### src/rtl/adc_cap_pkg.sv
// Shared types and helpers for the ADC capture writer.
// The sample RAM holds 2**PTR_BITS entries; samples are two's complement.
package adc_cap_pkg;

  localparam int DEF_SAMPLE_WIDTH = 16;
  localparam int DEF_PTR_BITS     = 11;

  typedef enum logic [2:0] {
    ST_IDLE = 3'd0,
    ST_PRE  = 3'd1,
    ST_WAIT = 3'd2,
    ST_POST = 3'd3,
    ST_DONE = 3'd4
  } cap_state_t;

  // Signed a < b from the two sign bits and the unsigned a < b result.
  // This keeps the helper independent of the sample width.
  function automatic logic signed_lt(input logic a_msb, input logic b_msb,
                                     input logic a_ult_b);
    return (a_msb != b_msb) ? a_msb : a_ult_b;
  endfunction

endpackage

### src/rtl/adc_trig_detect.sv
// Trigger detector: rising level crossing on consecutive samples plus a
// pending software trigger; hit is combinational and aligned with s_valid.
module adc_trig_detect
  import adc_cap_pkg::*;
#(
  parameter int SAMPLE_WIDTH = DEF_SAMPLE_WIDTH
) (
  input  logic                    wb_clk_i,
  input  logic                    wb_rst_i,
  input  logic                    clr,
  input  logic                    track,
  input  logic                    armed,
  input  logic                    s_valid,
  input  logic [SAMPLE_WIDTH-1:0] s_data,
  input  logic                    sw_trig,
  input  logic                    trig_en,
  input  logic [SAMPLE_WIDTH-1:0] trig_level,
  output logic                    hit
);

  logic [SAMPLE_WIDTH-1:0] prev;
  logic                    prev_valid;
  logic                    sw_pend;
  logic                    prev_below;
  logic                    cur_at_or_above;
  logic                    level_hit;

  assign prev_below      = signed_lt(prev[SAMPLE_WIDTH-1], trig_level[SAMPLE_WIDTH-1],
                                     prev < trig_level);
  assign cur_at_or_above = !signed_lt(s_data[SAMPLE_WIDTH-1], trig_level[SAMPLE_WIDTH-1],
                                      s_data < trig_level);
  assign level_hit       = trig_en & prev_valid & prev_below & cur_at_or_above;
  assign hit             = armed & s_valid & (level_hit | sw_trig | sw_pend);

  always_ff @(posedge wb_clk_i or posedge wb_rst_i) begin
    if (wb_rst_i) begin
      prev       <= '0;
      prev_valid <= 1'b0;
      sw_pend    <= 1'b0;
    end else if (clr) begin
      prev       <= '0;
      prev_valid <= 1'b0;
      sw_pend    <= 1'b0;
    end else begin
      if (track && s_valid) begin
        prev       <= s_data;
        prev_valid <= 1'b1;
      end
      // A software trigger is only remembered while waiting for the trigger.
      if (!armed || hit)
        sw_pend <= 1'b0;
      else if (sw_trig)
        sw_pend <= 1'b1;
    end
  end

endmodule

### src/rtl/adc_capture_ctrl.sv
// Capture writer for the circular ADC sample RAM: arm, pre-trigger fill,
// trigger wait, post-trigger capture, then freeze and publish the window.
module adc_capture_ctrl
  import adc_cap_pkg::*;
#(
  parameter int SAMPLE_WIDTH = DEF_SAMPLE_WIDTH,
  parameter int PTR_BITS     = DEF_PTR_BITS
) (
  input  logic                    wb_clk_i,
  input  logic                    wb_rst_i,
  input  logic                    s_valid,
  input  logic [SAMPLE_WIDTH-1:0] s_data,
  input  logic                    arm,
  input  logic                    abort,
  input  logic                    sw_trig,
  input  logic                    trig_en,
  input  logic [SAMPLE_WIDTH-1:0] trig_level,
  input  logic [PTR_BITS-1:0]     pre_count,
  input  logic [PTR_BITS-1:0]     post_count,
  output logic                    ram_we,
  output logic [PTR_BITS-1:0]     ram_waddr,
  output logic [SAMPLE_WIDTH-1:0] ram_wdata,
  output logic                    busy,
  output logic                    done,
  output logic [PTR_BITS-1:0]     trig_addr,
  output logic [PTR_BITS-1:0]     start_addr,
  output logic                    overwrite
);

  // state | meaning
  // IDLE  | not capturing, writes suppressed
  // PRE   | filling pre-trigger history, triggers ignored
  // WAIT  | writing and watching for a trigger
  // POST  | writing post-trigger samples
  // DONE  | buffer frozen, addresses published

  localparam logic [PTR_BITS+1:0] DEPTH_W = {2'b01, {PTR_BITS{1'b0}}};

  cap_state_t          state, state_nxt;
  logic [PTR_BITS-1:0] wr_ptr;
  logic [PTR_BITS-1:0] fill_cnt;
  logic [PTR_BITS-1:0] post_cnt;
  logic [PTR_BITS-1:0] pre_lat;
  logic [PTR_BITS-1:0] post_lat;
  logic [PTR_BITS-1:0] trig_src;
  logic [PTR_BITS-1:0] start_nxt;
  logic [PTR_BITS+1:0] win_len;
  logic                active;
  logic                wr_en;
  logic                arm_acc;
  logic                trig_hit;
  logic                ovf_calc;

  assign active   = (state == ST_PRE) || (state == ST_WAIT) || (state == ST_POST);
  assign wr_en    = active && s_valid;
  assign arm_acc  = arm && !abort && ((state == ST_IDLE) || (state == ST_DONE));
  assign win_len  = {2'b00, pre_count} + {2'b00, post_count} + {{(PTR_BITS+1){1'b0}}, 1'b1};
  assign ovf_calc = win_len > DEPTH_W;

  adc_trig_detect #(
    .SAMPLE_WIDTH(SAMPLE_WIDTH)
  ) u_trig (
    .wb_clk_i  (wb_clk_i),
    .wb_rst_i  (wb_rst_i),
    .clr       (abort | arm_acc),
    .track     (active),
    .armed     (state == ST_WAIT),
    .s_valid   (s_valid),
    .s_data    (s_data),
    .sw_trig   (sw_trig),
    .trig_en   (trig_en),
    .trig_level(trig_level),
    .hit       (trig_hit)
  );

  always_ff @(posedge wb_clk_i or posedge wb_rst_i) begin
    if (wb_rst_i)
      state <= ST_IDLE;
    else
      state <= state_nxt;
  end

  always_comb begin
    state_nxt = state;
    // With post_count=0 the trigger write itself completes the window, so
    // the trigger address is still on wr_ptr rather than in trig_addr.
    trig_src  = (state == ST_WAIT) ? wr_ptr : trig_addr;
    start_nxt = overwrite ? (trig_src + post_lat + PTR_BITS'(1)) : (trig_src - pre_lat);
    if (abort) begin
      state_nxt = ST_IDLE;
    end else if (arm_acc) begin
      state_nxt = (pre_count == '0) ? ST_WAIT : ST_PRE;
    end else begin
      case (state)
        ST_PRE:  if (wr_en && (fill_cnt + PTR_BITS'(1) == pre_lat)) state_nxt = ST_WAIT;
        ST_WAIT: if (trig_hit) state_nxt = (post_lat == '0) ? ST_DONE : ST_POST;
        ST_POST: if (wr_en && (post_cnt == PTR_BITS'(1))) state_nxt = ST_DONE;
        default: state_nxt = state;
      endcase
    end
  end

  always_ff @(posedge wb_clk_i or posedge wb_rst_i) begin
    if (wb_rst_i) begin
      ram_we     <= 1'b0;
      ram_waddr  <= '0;
      ram_wdata  <= '0;
      busy       <= 1'b0;
      done       <= 1'b0;
      trig_addr  <= '0;
      start_addr <= '0;
      overwrite  <= 1'b0;
      wr_ptr     <= '0;
      fill_cnt   <= '0;
      post_cnt   <= '0;
      pre_lat    <= '0;
      post_lat   <= '0;
    end else begin
      ram_we <= wr_en;
      if (wr_en) begin
        ram_waddr <= wr_ptr;
        ram_wdata <= s_data;
      end
      busy <= (state_nxt == ST_PRE) || (state_nxt == ST_WAIT) || (state_nxt == ST_POST);

      if (arm_acc)
        wr_ptr <= '0;
      else if (wr_en)
        wr_ptr <= wr_ptr + PTR_BITS'(1);

      if (arm_acc) begin
        pre_lat   <= pre_count;
        post_lat  <= post_count;
        overwrite <= ovf_calc;
        fill_cnt  <= '0;
        post_cnt  <= '0;
      end else if (!abort) begin
        if (state == ST_PRE && wr_en)
          fill_cnt <= fill_cnt + PTR_BITS'(1);
        if (state == ST_WAIT && trig_hit) begin
          trig_addr <= wr_ptr;
          post_cnt  <= post_lat;
        end
        if (state == ST_POST && wr_en)
          post_cnt <= post_cnt - PTR_BITS'(1);
      end

      if (abort || arm_acc) begin
        done <= 1'b0;
      end else if (state != ST_DONE && state_nxt == ST_DONE) begin
        done       <= 1'b1;
        start_addr <= start_nxt;
      end
    end
  end

endmodule

### config.mk
export PLATFORM = sky130hd
export DESIGN_NAME = adc_capture_ctrl
export DESIGN_NICKNAME = d
export VERILOG_FILES = /design/src/rtl/adc_cap_pkg.sv /design/src/rtl/adc_trig_detect.sv /design/src/rtl/adc_capture_ctrl.sv
export SDC_FILE = /design/constraint.sdc
export NUM_CORES = 1
export LEC_CHECK = 0
export CAP_MARGIN = 25
export CORE_MARGIN = 1.5
export CORE_UTILIZATION = 30
export DETAILED_ROUTE_END_ITERATION = 7
export HOLD_SLACK_MARGIN = 0.03
export PLACE_DENSITY = 0.51
export SLEW_MARGIN = 20
export SYNTH_ARGS = -nofsm -noshare
export SYNTH_HDL_FRONTEND = slang
export SYNTH_SLANG_ARGS = --single-unit
export TNS_END_PERCENT = 10
### constraint.sdc
create_clock -name wb_clk_i -period 5.7 [get_ports wb_clk_i]
set_input_delay 1.425 -clock wb_clk_i [delete_from_list [all_inputs] [get_ports wb_clk_i]]
set_output_delay 1.425 -clock wb_clk_i [all_outputs]
set_load 0.02 [all_outputs]
==> out/results.tsv <==
metric	value	unit
Pwr Density	272	mW/mm²
clk sinks	129	
Slew @ Worst Pin	798	ps
critical path class	input pin to flip-flop	
Worst R2R Setup Slack	1740	ps
vias in the first global route	6830	
n_diodes	0	
critical path peak fanout	12	
critical-path cell list	clkdlybuf4s50_1 > inv_1 > ha_1 > or3b_2 > or4_1 > a211oi_2 > o211a_1 > o2111ai_1 > a21bo_2 > mux2_4	
final setup fails	0	
f_max	0.242	GHz
RSZ-0062 raised after global routing	no	
critical path's slowest cell	clkdlybuf4s50_1	
core area	0.0262	mm²
post-synthesis cell area	0.00807	mm²
syn nets	1037	
DRT Pass-1 Iters	4	
clk_skew	21.5	ps
wire length per cell	16.4	µm
R2R depth	13	
first-pass GRT wire length	37000	µm
vias	6752	
Async SR Flop Fraction	100	%
R2R Path Start	state[0]	
Mapped Cells	908	
Synth Register Bits	129	
ratio of cells with drive above 1 in the final layout	8.25	%
largest net degree at the start of global routing	63	
initial drt markers	423	
Remaining Overflow, GRT	0	
clk root buf	clkbuf_16	
Hold Path Depth	2	
number of buffers created by CTS	17	
fin crit share	72.4	%
clock insertion delay at the later pin of the skew report	430	ps
Starting Density	30.8	%
Pins Over Slew Limit	0	
Die H	167	µm
Worst setup EP type	flip-flop	
Placer Congestion	0.823	
average size of a mapped cell	8.89	µm²
RR Endpoint	start_addr[10]	
# port buffers	113	
GRT Util Overall	16.9	%
# rows	59	
max incr delay on CP	460	ps
setup repair bufs after CTS	0	
initial antenna violation count	0	
hold buffers post-CTS	0	
Post-synth top flop	dfrtp_1	
Yosys warning total	0	
via/cell ratio	4.95	
Yosys cell types	66	
worst-case clock buffer depth	2	
EDFF count, synth	0	
DRT antenna net count	0	
area added between synthesis and finish	25.9	%
HP Class	flip-flop to flip-flop	
worst vdd ir	147	µV
Nets	1146	
drc violations	0	
run status	finished, final reports clean	
die area	0.0279	mm²
io pins	114	
final hold violations	0	
Critical Path RT	6010	ps
Worst Hold End	ram_waddr[8]	
final core utilization	38.8	%
H-tree levels	4	
Clock Pin Slew Worst Setup and Hold Paths	60	ps
part of the Yosys area used for sequential elements	40.0	%
Die X	167	µm
count of maximum capacitance violations	0	
Resized cells post-CTS	0	
wirelength, routed	22400	µm
Detail Placement HPWL	16600	µm
CTS tree	yes	
Worst EP arrival	4440	ps
leakage power	4.68	nW
min-delay src	ram_waddr[8]	
post-layout min period	4120	ps
Critical Path Start Type	input pin	
relative slew slack	46.8	%
setup TNS	0	ps
cells in the mapped netlist, types with 7 or more instances:
| cell type | count | share of area [%] |
|---|---|---|
| clkbuf_1 | 22 | 1.0 |
| ha_1 | 65 | 10 |
| nor3_1 | 13 | 0.81 |
| nand2_1 | 174 | 8.1 |
| a21oi_1 | 65 | 4.0 |
| mux2_2 | 23 | 3.2 |
| dfrtp_1 | 129 | 40 |
| nor2b_1 | 8 | 0.62 |
| mux2_4 | 9 | 1.7 |
| nand3_1 | 18 | 1.1 |
| nand4_1 | 11 | 0.85 |
| xnor2_1 | 25 | 2.7 |
| or3_1 | 12 | 0.93 |
| and2_1 | 9 | 0.70 |
| mux2i_1 | 7 | 0.87 |
| nand2b_1 | 7 | 0.54 |
| nor2_1 | 60 | 2.8 |
| xor2_1 | 16 | 1.7 |
| nor4_1 | 9 | 0.70 |
| o21ai_0 | 72 | 4.5 |
| inv_1 | 50 | 2.3 |
critical path, delay by kind of cell:
family / cells / cell delay, ps
multiplexers: 1 / 350
buffers and inverters: 2 / 530
adder cells (fa/ha/maj): 1 / 300
AO/OA/AOI/OAI: 4 / 980
AND/OR/NAND/NOR: 2 / 850
cell families after synthesis:
family          Yosys count  share of synthesized area (%)
simple gates            350                           20.3
flops                   129                           40.0
mux                      39                           5.75
xor+xnor                 41                           4.45
buf+inv                  84                           4.17
compound gates          197                           14.5
fa+ha+maj                68                           10.8
registers in the layout (all words and copies together), names as in the netlist:
register and cells:
busy 1, done 1, fill_cnt 11, overwrite 1, post_cnt 11, post_lat 11
pre_lat 11, ram_waddr 11, ram_wdata 16, ram_we 1, start_addr 11, state 3
trig_addr 11, u_trig.prev 16, u_trig.prev_valid 1, u_trig.sw_pend 1, wr_ptr 11
final cells by class:
class / count / area (µm²)
clock buffer: 18 / 429
clock inverter: 14 / 153
fill: 2665 / 16000
inverter: 51 / 196
multi-input combinational: 695 / 4510
sequential: 129 / 3230
tap: 335 / 419
timing repair buffer: 123 / 1230
power breakdown:
| group | internal [mW] | leakage, nW | total [mW] | switching (mW) |
|---|---|---|---|---|
| clock network | 0.651 | 0.286 | 1.10 | 0.452 |
| registers | 0.997 | 1.72 | 1.09 | 0.0967 |
| logic | 0.258 | 2.67 | 0.571 | 0.313 |
| total | 1.91 | 4.68 | 2.77 | 0.862 |
metrics by stage:
| step | hold slack (ps) | total power, mW | instances | setup slack, ps | area, µm² |
|---|---|---|---|---|---|
| after floorplan | 461 | 1.45 | 908 | 834 | 8070 |
| after global placement | 461 | 1.68 | 1332 | 1110 | 9550 |
| after detailed placement | 463 | 1.69 | 1333 | 1140 | 9580 |
| after CTS | 478 | 2.81 | 1365 | 1590 | 10200 |
| after global routing | 507 | 2.93 | 1365 | 1420 | 10200 |
| final | 472 | 2.77 | 1365 | 1580 | 10200 |
worst max path at each step:
stage | from | endpoint | depth (start not counted)
final | trig_level[15] | start_addr[5] | 10
after global routing | state[0] | start_addr[10] | 13
after CTS | trig_level[15] | busy | 10
after detailed placement | abort | start_addr[3] | 9
after global placement | trig_level[10] | post_cnt[7] | 11
after floorplan | wb_rst_i | busy | 1
per-layer routing:
metal  global-route usage (%)  share of wire (%)  vias to the layer above
met5                        0                  0                        -
met4                     4.27                1.0                        0
met3                     2.97                3.3                       11
met2                     27.8                 46                      110
met1                     22.8                 49                     3227
li1                         -                  -                     3404
layout by cell type, fill, tap and decap left out, types with 4 or more instances in the layout:
| master | count |
|---|---|
| a21o_1 | 5 |
| a21oi_1 | 65 |
| a31oi_1 | 6 |
| and2_1 | 9 |
| and3_1 | 5 |
| buf_4 | 9 |
| clkbuf_16 | 17 |
| clkdlybuf4s50_1 | 113 |
| dfrtp_1 | 129 |
| ha_1 | 65 |
| inv_1 | 49 |
| inv_6 | 7 |
| mux2_2 | 23 |
| mux2_4 | 9 |
| mux2i_1 | 7 |
| nand2_1 | 174 |
| nand2b_1 | 7 |
| nand3_1 | 18 |
| nand3b_1 | 5 |
| nand4_1 | 11 |
| nor2_1 | 60 |
| nor2b_1 | 8 |
| nor3_1 | 13 |
| nor4_1 | 9 |
| o2111ai_1 | 5 |
| o211ai_1 | 4 |
| o21a_1 | 5 |
| o21ai_0 | 72 |
| o31ai_1 | 4 |
| or3_1 | 12 |
| xnor2_1 | 25 |
| xor2_1 | 16 |
No activity file was read; power rests on OpenSTA's default activity.
